==> src/rtl/text_ram_scheduler.sv <==
// text_ram_scheduler: serialises WRITE / FILL / SCROLL_UP commands from the
// VT100 action units into a cycle-by-cycle single-port text RAM access stream.
module text_ram_scheduler #(
   parameter int unsigned COLUMNS = 80,
   parameter int unsigned ROWS    = 24,
   parameter int unsigned AW      = 11
) (
   input  logic          clk,
   input  logic          rst,
   input  logic          req_valid,
   output logic          req_ready,
   input  logic [1:0]    req_op,
   input  logic [AW-1:0] req_start,
   input  logic [AW-1:0] req_end,
   input  logic [4:0]    req_lines,
   input  logic [15:0]   req_data,
   output logic          done,
   output logic          busy,
   output logic [AW-1:0] ram_addr,
   output logic          ram_we,
   output logic          ram_re,
   output logic [15:0]   ram_wdata,
   input  logic [15:0]   ram_rdata
);

   localparam int unsigned   N      = COLUMNS * ROWS;
   localparam logic [AW-1:0] N_A    = AW'(N);
   localparam logic [AW-1:0] LAST_A = AW'(N - 1);

   localparam logic [1:0] OP_WRITE  = 2'd1;
   localparam logic [1:0] OP_FILL   = 2'd2;
   localparam logic [1:0] OP_SCROLL = 2'd3;

   typedef enum logic [2:0] {
      IDLE, WRITE, FILL, SC_RD, SC_WR, SC_CLR, FIN
   } state_t;

   state_t        state;
   logic [AW-1:0] dst;       // copy destination counter
   logic [AW-1:0] last;      // final address of the current phase
   logic [AW-1:0] s_off;     // scroll distance in cells
   logic [15:0]   wdata_q;   // fill / blank cell value

   logic [4:0]    lines_eff;
   logic [AW-1:0] fill_end;
   logic [AW-1:0] shift;
   logic          big_scroll;
   logic [AW-1:0] addr_nx;
   logic [AW-1:0] dst_nx;

   // Command decode helpers: clamped fill end, scroll distance, counter increments.
   always_comb begin
      lines_eff  = (req_lines == 5'd0) ? 5'd1 : req_lines;
      fill_end   = (req_end > LAST_A) ? LAST_A : req_end;
      shift      = AW'(32'(lines_eff) * COLUMNS);
      big_scroll = (32'(lines_eff) >= ROWS);
      addr_nx    = ram_addr + AW'(1);
      dst_nx     = dst + AW'(1);
   end

   // Copy writes forward the read data straight from the RAM; otherwise the held cell value.
   assign ram_wdata = (state == SC_WR) ? ram_rdata : wdata_q;

   // Command sequencer with registered RAM strobes, address and status.
   always_ff @(posedge clk or negedge rst) begin
      if (!rst) begin
         state     <= IDLE;
         dst       <= '0;
         last      <= '0;
         s_off     <= '0;
         wdata_q   <= '0;
         ram_addr  <= '0;
         ram_we    <= 1'b0;
         ram_re    <= 1'b0;
         done      <= 1'b0;
         busy      <= 1'b0;
         req_ready <= 1'b1;
      end else begin
         done <= 1'b0;
         case (state)
            IDLE: begin
               ram_we <= 1'b0;
               ram_re <= 1'b0;
               if (req_valid) begin
                  wdata_q   <= req_data;
                  busy      <= 1'b1;
                  req_ready <= 1'b0;
                  case (req_op)
                     OP_WRITE: begin
                        if (req_start > LAST_A) begin
                           state <= FIN;
                           done  <= 1'b1;
                        end else begin
                           state    <= WRITE;
                           ram_we   <= 1'b1;
                           ram_addr <= req_start;
                           done     <= 1'b1;
                        end
                     end
                     OP_FILL: begin
                        if (req_start > fill_end) begin
                           state <= FIN;
                           done  <= 1'b1;
                        end else begin
                           state    <= FILL;
                           ram_we   <= 1'b1;
                           ram_addr <= req_start;
                           last     <= fill_end;
                           done     <= (req_start == fill_end);
                        end
                     end
                     OP_SCROLL: begin
                        if (big_scroll) begin
                           state    <= SC_CLR;
                           ram_we   <= 1'b1;
                           ram_addr <= '0;
                           last     <= LAST_A;
                           done     <= (N == 1);
                        end else begin
                           state    <= SC_RD;
                           ram_re   <= 1'b1;
                           ram_addr <= shift;
                           dst      <= '0;
                           s_off    <= shift;
                           last     <= LAST_A - shift;
                        end
                     end
                     default: begin
                        state <= FIN;
                        done  <= 1'b1;
                     end
                  endcase
               end
            end
            WRITE, FIN: begin
               state     <= IDLE;
               ram_we    <= 1'b0;
               busy      <= 1'b0;
               req_ready <= 1'b1;
            end
            FILL, SC_CLR: begin
               if (ram_addr == last) begin
                  state     <= IDLE;
                  ram_we    <= 1'b0;
                  busy      <= 1'b0;
                  req_ready <= 1'b1;
               end else begin
                  ram_addr <= addr_nx;
                  done     <= (addr_nx == last);
               end
            end
            SC_RD: begin
               state    <= SC_WR;
               ram_re   <= 1'b0;
               ram_we   <= 1'b1;
               ram_addr <= dst;
            end
            SC_WR: begin
               if (dst == last) begin
                  state    <= SC_CLR;
                  ram_addr <= N_A - s_off;
                  last     <= LAST_A;
                  done     <= ((N_A - s_off) == LAST_A);
               end else begin
                  state    <= SC_RD;
                  ram_we   <= 1'b0;
                  ram_re   <= 1'b1;
                  dst      <= dst_nx;
                  ram_addr <= dst_nx + s_off;
               end
            end
            default: begin
               state     <= IDLE;
               ram_we    <= 1'b0;
               ram_re    <= 1'b0;
               busy      <= 1'b0;
               req_ready <= 1'b1;
            end
         endcase
      end
   end

endmodule

==> config.mk <==
export PLATFORM = sky130hd
export DESIGN_NAME = text_ram_scheduler
export DESIGN_NICKNAME = d
export VERILOG_FILES = /design/src/rtl/text_ram_scheduler.sv
export SDC_FILE = /design/constraint.sdc
export NUM_CORES = 1
export LEC_CHECK = 0
export ABC_AREA = 0
export CORE_MARGIN = 3
export CORE_UTILIZATION = 30
export CTS_CLUSTER_DIAMETER = 50
export DETAILED_ROUTE_END_ITERATION = 12
export DONT_BUFFER_PORTS = 1
export GPL_TIMING_DRIVEN = 0
export PLACE_DENSITY = 0.55
export REMOVE_ABC_BUFFERS = 1
export SLEW_MARGIN = 20
export SYNTH_ARGS = -nofsm -noshare
export SYNTH_HDL_FRONTEND = slang
export SYNTH_SLANG_ARGS = --single-unit
==> constraint.sdc <==
create_clock -name clk -period 6.65 [get_ports clk]
set_clock_uncertainty 0.05 [all_clocks]
set_input_delay 1.6625 -clock clk [delete_from_list [all_inputs] [get_ports clk]]
set_output_delay 1.6625 -clock clk [all_outputs]
set_load 0.01 [all_outputs]
==> results of run 1 <==
## cells by family (layout without fill, tap and decap cells)
kind of cell	after synthesis	after routing
AND/OR/NAND/NOR	208	208
AO/OA/AOI/OAI	134	134
flip-flops	64	64
XOR/XNOR	60	60
buffers and inverters	58	44
multiplexers	36	36
adder cells (fa/ha/maj)	35	35
## state kept, by name (all words and copies together) (netlist names)
register,count
dst,11
ram_addr,11
wdata_q,16
busy,1
state,3
s_off,7
done,1
last,11
ram_we,1
ram_re,1
req_ready,1
## worst paths after layout
kind,slack (ns),startpoint,to,cells after the start
setup / recovery,1.28,req_end[9],last[2],10
max in group asynchronous,5.42,rst,req_ready,0
hold / removal,0.45,wdata_q[3],wdata_q[3],1
setup reg to reg,3.05,state[0],last[2],6
min in group asynchronous,0.96,rst,ram_we,0
hold reg to reg,0.45,wdata_q[3],wdata_q[3],1
## placed cells by master, fill, tap and decap left out, drive strengths merged, types with 3 or more instances in the layout
cell type	instances
a211oi	10
a21o	5
a21oi	21
a221oi	4
a22oi	6
a2bb2oi	3
a31oi	5
and2	3
and3	8
clkbuf	11
dfrtp	63
ha	33
inv	26
mux2	31
mux2i	5
nand2	90
nand2b	4
nand3	18
nand3b	3
nand4	10
nor2	38
nor2b	5
nor3	11
nor4	6
o211ai	3
o21ai	42
o221ai	3
o31ai	10
or2	3
xnor2	34
xor2	26
## power groups by stage
stage	combinational (uW)	sequential, uW	clock (uW)
2_1_floorplan	941	757	0
3_3_place_gp	1160	838	0
3_5_place_dp	1190	848	0
4_1_cts	1200	845	508
5_1_grt	1340	878	524
6_report	1210	848	497
## worst max-delay path: stages
cell	delay, ns
inv_1	0.05
nor3_1	0.84
nor2_1	0.20
ha_1	0.38
a21oi_1	0.13
o21ai_0	0.16
a2111oi_2	0.61
nor4_4	0.20
nor3_2	0.86
mux2_2	0.42
## cell type report
cell class                      instances  area (sq um)  share of cell area, %
Clock buffer                           11         252.7                  4.526
Clock inverter                          5         55.05                 0.9859
Inverter                               26         97.59                  1.748
Multi-Input combinational cell        473          3286                  58.84
Sequential cell                        64          1603                  28.70
Tap cell                              220         275.3                  4.929
Timing Repair Buffer                    2         15.01                 0.2689
## per-layer routing
layer  vias to the layer above  wire length [microns]  global-route usage, %
met5                         -                      0                      0
met4                         0                    382                  5.767
met3                        31                   1679                  5.956
met2                       225                   7268                  27.44
met1                      2120                   6553                  22.45
li1                       2074                      -                      -
## stage by stage
step                      hold slack [ns]  instances  utilization, %  power, uW
after detailed placement           0.4447        785           31.70       2042
after global routing               0.4736        801           33.55       2740
after floorplan                    0.4293        563               -       1699
final                              0.4541        801           33.55       2552
after global placement             0.4368        783           31.48       2001
after CTS                          0.4576        801           33.55       2554
==> metrics, run 1 <==
Post-synth EDFFs 0; Initial Util 30.72%; n_diodes 0; Die Width 136.5 microns; CTS tree done; CTS Buf Count 9; Hold-fix buffers, CTS 0; Core Area 0.01664 sq mm; CTS H-Tree Depth 3; Seq/Total Area, Yosys 31.35%; most area-consuming cells after synthesis dfrtp_1 31%, ha_1 8.1%, mux2_2 6.6%; antenna violations before repair 0; Vias 4450; TNS Setup 0 ns; share of post-route cells with drive strength above 1 11.53%; crit end category flip-flop; post-synthesis cell area 0.005112 sq mm; All-Layer GR Usage 17.44%; nets@finish 675; combinational family with the most area after synthesis simple AND/OR/NAND/NOR gates; Flop pwr share 33.2%; top-area cell type share of the netlist area 30.84%; Final ANT Viol Nets 0; critical path arrival 5.54 ns; Netlist cell types 72; pre-CTS WS 0.9976 ns; via-per-instance ratio 5.556; clk sinks 64; Post-Synth XOR/XNOR Area 10.28%; Worst Path Max Fanout 13; die height 136.5 microns; Cell Pwr Density 457.0 mW/mm^2; Reg clk slew, reported paths 0.05 ns; ys async rst share 100.0%; Placer Congestion 0.8857; num rows 47; CP required 6.82 ns; PnR worst setup slack 1.281 ns; root buffer cell clkbuf_16; PortBufs 0; post-synthesis cell count 595; worst rel slew slack 27.78%; fill count 1708; HPWL after detailed placement 12130 microns; count leader, synth nand2_1; pin count of the biggest net entering global routing 65; Max Transition Viols Final 0; unrepaired setup endpoints after global routing no; Layout area overhead 9.227%; first-pass GRT wire length 24870 microns; complex-gate fraction of the synthesized area 17.47%; Final min period 5.369 ns; top cells by count, synth 90 x nand2_1, 63 x dfrtp_1, 42 x o21ai_0, 38 x nor2_1, 34 x xnor2_1; worst min-delay path category flip-flop to flip-flop; Final Hold Fails 0; drt pass-1 iters 5; WL/cell 19.83 microns; Clk pwr share 19.5%; slew at the pin closest to its max-slew limit 1.083 ns; max frequency 186.3 MHz; Setup-failing EPs final 0; Ys Warns 0; CTS max path bufs 2; Peak VDD IR 0.1771 mV; clock latency on the worst-skew pair 0.35 ns; sw frac 44.94%; post-route cell area 0.005584 sq mm; Synth Area in Simple Gates 19.33%; FF+latch count, synth 64; critical path class input pin to flip-flop; cell taking the most area after synthesis dfrtp_1; vias in the first global route 4397; post-CTS setup buffer count 0; post-synthesis mux area share 7.881%; Post-Synth Adder-Cell Area 8.860%; Avg Inst Size Synth 8.592 sq um; Net Sw Power 1147 uW; IO Pins 96; Pint 1405 uW; status completed; Pleak 0.002335 uW; drt total wl 15880 microns; drt initial violations 339; Logic pwr share 47.3%; DRC 0; gr ovfl total 0; max-cap violations 0; ys flop type dfrtp_1; die area 0.01864 sq mm; Tcrit/Tclk final 80.74%; post-cts sizing count 0; Worst Setup Start Kind input pin; placed cell area 0.005276 sq mm
Power figures use the tool's default switching activity.
==> inputs of run 2 (changes only) <==
PLACE_DENSITY = 0.56   (was 0.55)
clock period = 4.6 ns   (was 6.65 ns; I/O delays follow)
==> run 2 against run 1 <==
Sequential cell count unchanged. Sequential share of layout area about the same. Setup slack worse by 1.0 ns. Largest power group unchanged.
==> metrics, run 2 (synthesis results as in run 1) <==
first-pass GRT wire length 24940 microns; HPWL after detailed placement 12070 microns; reg2reg setup slack 1.22 ns; RR Endpoint last[8]; gr ovfl total 0; crit end category flip-flop; critical path arrival 4.51 ns; PnR worst setup slack 0.2694 ns; All-Layer GR Usage 17.34%; drt total wl 15790 microns; Placer Congestion 0.9198; placed cell area 0.005276 sq mm; Pint 2012 uW; share of post-route cells with drive strength above 1 11.55%; Vias 4452; worst rel slew slack 25.01%; Setup-failing EPs final 0; root buffer cell clkbuf_16; IO Pins 96; Layout area overhead 9.080%; unrepaired setup endpoints after global routing no; Net Sw Power 1618 uW; FF+latch area 0.001603 sq mm; Hold-fix buffers, CTS 0; drt pass-1 iters 5; commonest non-fill, non-tap cell in the layout nand2_1; Final Hold Fails 0; CTS tree done; placed cell count 785; die height 136.5 microns; Worst Setup Start Kind input pin; WL/cell 19.73 microns; pin count of the biggest net entering global routing 65; Min Hold Slack 0.4509 ns; max frequency 230.9 MHz; CTS H-Tree Depth 3; slew at the pin closest to its max-slew limit 1.115 ns; Max Transition Viols Final 0; nets@finish 675; via-per-instance ratio 5.565; Layout Cells excl Fill 800; M2 GR Usage 27.08%; drt initial violations 470; CTS max path bufs 2; final core area utilization 33.51%; commonest non-fill, non-tap cells in the layout 90 x nand2_1, 63 x dfrtp_1, 42 x o21ai_0, 38 x nor2_1, 34 x xnor2_1; die area 0.01864 sq mm; antenna violations before repair 0; area occupied by multi-input gates 0.003298 sq mm; R2R depth 6; Clk pwr share 18.8%; PortBufs 0; Reg clk slew, reported paths 0.05 ns; Most flops, register wdata_q; CP required 4.77 ns; CTS Buf Count 9; max-cap violations 0; Peak VDD IR 0.2784 mV; Pleak 0.002332 uW; Final ANT Viol Nets 0; post-route cell area 0.005577 sq mm; Initial Util 30.72%; met1 Track Usage GR 22.17%; max FFs per register 16; gr busiest metal met2; routing usage on met3 5.588%; Tcrit/Tclk final 94.14%; R2R Path Start state[0]; num rows 47; status completed; Flop pwr share 33.6%; vias in the first global route 4505; Cell Pwr Density 651.0 mW/mm^2; pre-CTS WS -0.6693 ns; Logic pwr share 47.6%; n_diodes 0; clk sinks 64; Final min period 4.331 ns; Worst Path Max Fanout 13; fill count 1701; critical path class input pin to flip-flop; clock latency on the worst-skew pair 0.34 ns; worst min-delay path category input pin to asynchronous set/reset pin; DRC 0; Die Width 136.5 microns; sw frac 44.58%; Core Area 0.01664 sq mm
run 2: worst max path at each step:
stage	start	to	slack [ns]	cells after the start
floorplan	req_end[9]	last[0]	0.53	10
CTS	req_end[9]	last[8]	0.06	10
finish	req_end[9]	ram_addr[0]	0.27	10
global placement	req_end[9]	last[9]	-0.77	10
detailed placement	req_end[9]	last[8]	-0.67	10
global route	req_end[9]	last[3]	0.06	10
run 2: power groups by stage:
stage	combinational (uW)	clock [uW]	sequential, uW
floorplan	1360	0	1090
global placement	1670	0	1220
detailed placement	1710	0	1230
CTS	1720	695	1220
global route	1920	727	1270
finish	1730	683	1220
run 2: timing repair:
action                     in CTS  in global routing
setup buffers                   0                  0
gates resized for setup         1                  1
pin swaps                       0                  0
cloned                          0                  0
setup endpoints to repair      12                 10
run 2: worst max-delay path, cell delays in order:
cell and delay, ns:
inv_1 0.06, nor3_2 0.56, nor2_1 0.21, ha_1 0.37, nand4_1 0.14, a211oi_1 0.37, a2111oi_2 0.15, nor4_4 0.76
or2_4 0.37, mux2_2 0.35
run 2: through the flow:
step | TNS [ns] | power (uW)
global route | 0 | 3917
finish | 0 | 3630
detailed placement | -8.874 | 2938
CTS | 0 | 3636
floorplan | 0 | 2456
global placement | -14.81 | 2888
run 2: layout make-up:
class / instances / share of cell area [%]
Multi-Input combinational cell: 473 / 59.14
Sequential cell: 64 / 28.74
Tap cell: 220 / 4.936
Clock buffer: 11 / 4.353
Inverter: 26 / 1.750
Clock inverter: 4 / 0.8077
Timing Repair Buffer: 2 / 0.2692
run 2: routing by layer:
metal	vias up	part of all wire [%]
met5	-	0
met4	0	2.9
met3	28	10
met2	223	45
met1	2122	42
li1	2079	-
==> inputs of run 3 (changes only) <==
CORE_MARGIN = default   (was 3)
CTS_BUF_LIST = sky130_fd_sc_hd__clkbuf_4   (was default)
PLACE_DENSITY = 0.55   (was 0.56)
clock period = 4.29 ns   (was 4.6 ns; I/O delays follow)
==> run 3 against run 2 <==
Count of clock-buffer cells in the layout increased by 1. Critical path depth stayed put. Worst hold slack worse by 0.20 ns. Final cell count rose by 0.38%. Register-to-register slack worse by 0.36 ns. Global-route usage grew 0.90 points. Final area down 2.5%. Critical endpoint is now last[9]. Largest cell class unchanged. Largest power group unchanged.
==> metrics, run 3 (synthesis results as in run 1) <==
gr ovfl total 0; R2R Path Start state[0]; root buffer cell clkbuf_4; Die Width 132.5 microns; crit end category flip-flop; die height 132.5 microns; Logic pwr share 52.1%; pre-CTS WS -0.5844 ns; area occupied by multi-input gates 0.003298 sq mm; Worst Setup Start Kind input pin; CTS tree done; PortBufs 0; placed cell count 786; antenna violations before repair 1; Placer Congestion 0.8725; commonest non-fill, non-tap cell in the layout nand2_1; pin count of the biggest net entering global routing 65; first-pass GRT wire length 24550 microns; fill count 1772; Core Area 0.01658 sq mm; Final Hold Fails 0; Tcrit/Tclk final 91.08%; FF+latch area 0.001603 sq mm; Most flops, register wdata_q; Initial Util 30.83%; nets@finish 676; Max Transition Viols Final 0; num rows 47; CTS max path bufs 2; WL/cell 19.21 microns; Layout area overhead 6.363%; R2R depth 6; slew at the pin closest to its max-slew limit 1.124 ns; critical path arrival 4.18 ns; Cell Pwr Density 664.8 mW/mm^2; Reg clk slew, reported paths 0.12 ns; RR Endpoint last[9]; Worst Path Max Fanout 13; clock latency on the worst-skew pair 0.45 ns; Layout Cells excl Fill 803; status completed; sw frac 47.43%; HPWL after detailed placement 11950 microns; Peak VDD IR 0.3411 mV; Final ANT Viol Nets 0; Setup-failing EPs final 0; unrepaired setup endpoints after global routing no; worst rel slew slack 24.77%; CTS Buf Count 9; CTS H-Tree Depth 3; All-Layer GR Usage 18.24%; DRC 0; drt total wl 15420 microns; PnR worst setup slack 0.3828 ns; Net Sw Power 1715 uW; reg2reg setup slack 0.86 ns; drt pass-1 iters 5; share of post-route cells with drive strength above 1 11.68%; commonest non-fill, non-tap cells in the layout 90 x nand2_1, 63 x dfrtp_1, 42 x o21ai_0, 38 x nor2_1, 34 x xnor2_1; worst min-delay path category input pin to asynchronous set/reset pin; Hold-fix buffers, CTS 0; max FFs per register 16; die area 0.01757 sq mm; via-per-instance ratio 5.518; Vias 4431; Min Hold Slack 0.2462 ns; Clk pwr share 11.8%; post-route cell area 0.005438 sq mm; Pint 1901 uW; Pleak 0.002265 uW; Flop pwr share 36.1%; max-cap violations 0; clk sinks 64; drt initial violations 295; placed cell area 0.005288 sq mm; critical path class input pin to flip-flop; vias in the first global route 4359; CP required 4.56 ns; Pwr Total 3615 uW; max frequency 255.9 MHz; Final min period 3.907 ns; IO Pins 96
==> run 3: area by class of cell <==
| cell class | instances | share of cell area (%) |
|---|---|---|
| antenna | 1 | 0.04602 |
| timing repair buffer | 3 | 0.4832 |
| sequential | 64 | 29.48 |
| clock buffer | 12 | 1.657 |
| multi-input combinational | 473 | 60.65 |
| tap | 220 | 5.062 |
| clock inverter | 4 | 0.8283 |
| inverter | 26 | 1.795 |
==> run 3: worst max path at each step <==
stage | to | from | cells after the start | slack, ns
2_1_floorplan | last[0] | req_end[9] | 10 | 0.29
3_3_place_gp | last[5] | req_end[9] | 10 | -0.65
3_5_place_dp | last[0] | req_end[9] | 10 | -0.58
4_1_cts | last[9] | req_end[9] | 10 | 0.13
5_1_grt | last[9] | req_end[9] | 10 | 0.18
6_report | last[9] | req_end[9] | 10 | 0.38
==> run 3: layer usage <==
metal  wire length [microns]  global-route usage, %
met2                    7171                  29.44
met4                     241                  5.236
met1                    6662                  23.36
met5                       0                      0
met3                    1346                  5.670
==> run 3: metrics by stage <==
| stage | setup TNS, ns | utilization, % |
|---|---|---|
| final | 0 | 32.79 |
| after global routing | 0 | 32.79 |
| after global placement | -12.00 | 31.59 |
| after detailed placement | -6.541 | 31.88 |
| after CTS | 0 | 32.74 |
| after floorplan | 0 | - |
==> run 3: power by group through the flow <==
| stage | logic (uW) | registers, uW | clock network, uW |
|---|---|---|---|
| floorplan | 1460 | 1170 | 0 |
| global placement | 1810 | 1300 | 0 |
| detailed placement | 1870 | 1310 | 0 |
| CTS | 1880 | 1300 | 435 |
| global route | 2080 | 1350 | 464 |
| finish | 1880 | 1310 | 426 |
==> run 3: what timing repair did <==
action	in CTS	in global routing
gates resized for setup	1	1
endpoints found under the setup margin	9	12
buffers inserted	0	0
endpoints found under the hold margin	0	0
==> run 3: worst max-delay path, cell delays in order <==
cell and delay, ns:
inv_1 0.06, nor3_2 0.45, nor2_1 0.12, ha_1 0.34
a21oi_1 0.21, a211oi_1 0.12, a2111oi_2 0.62, nor4_4 0.22
nor3_4 0.56, mux2_2 0.40
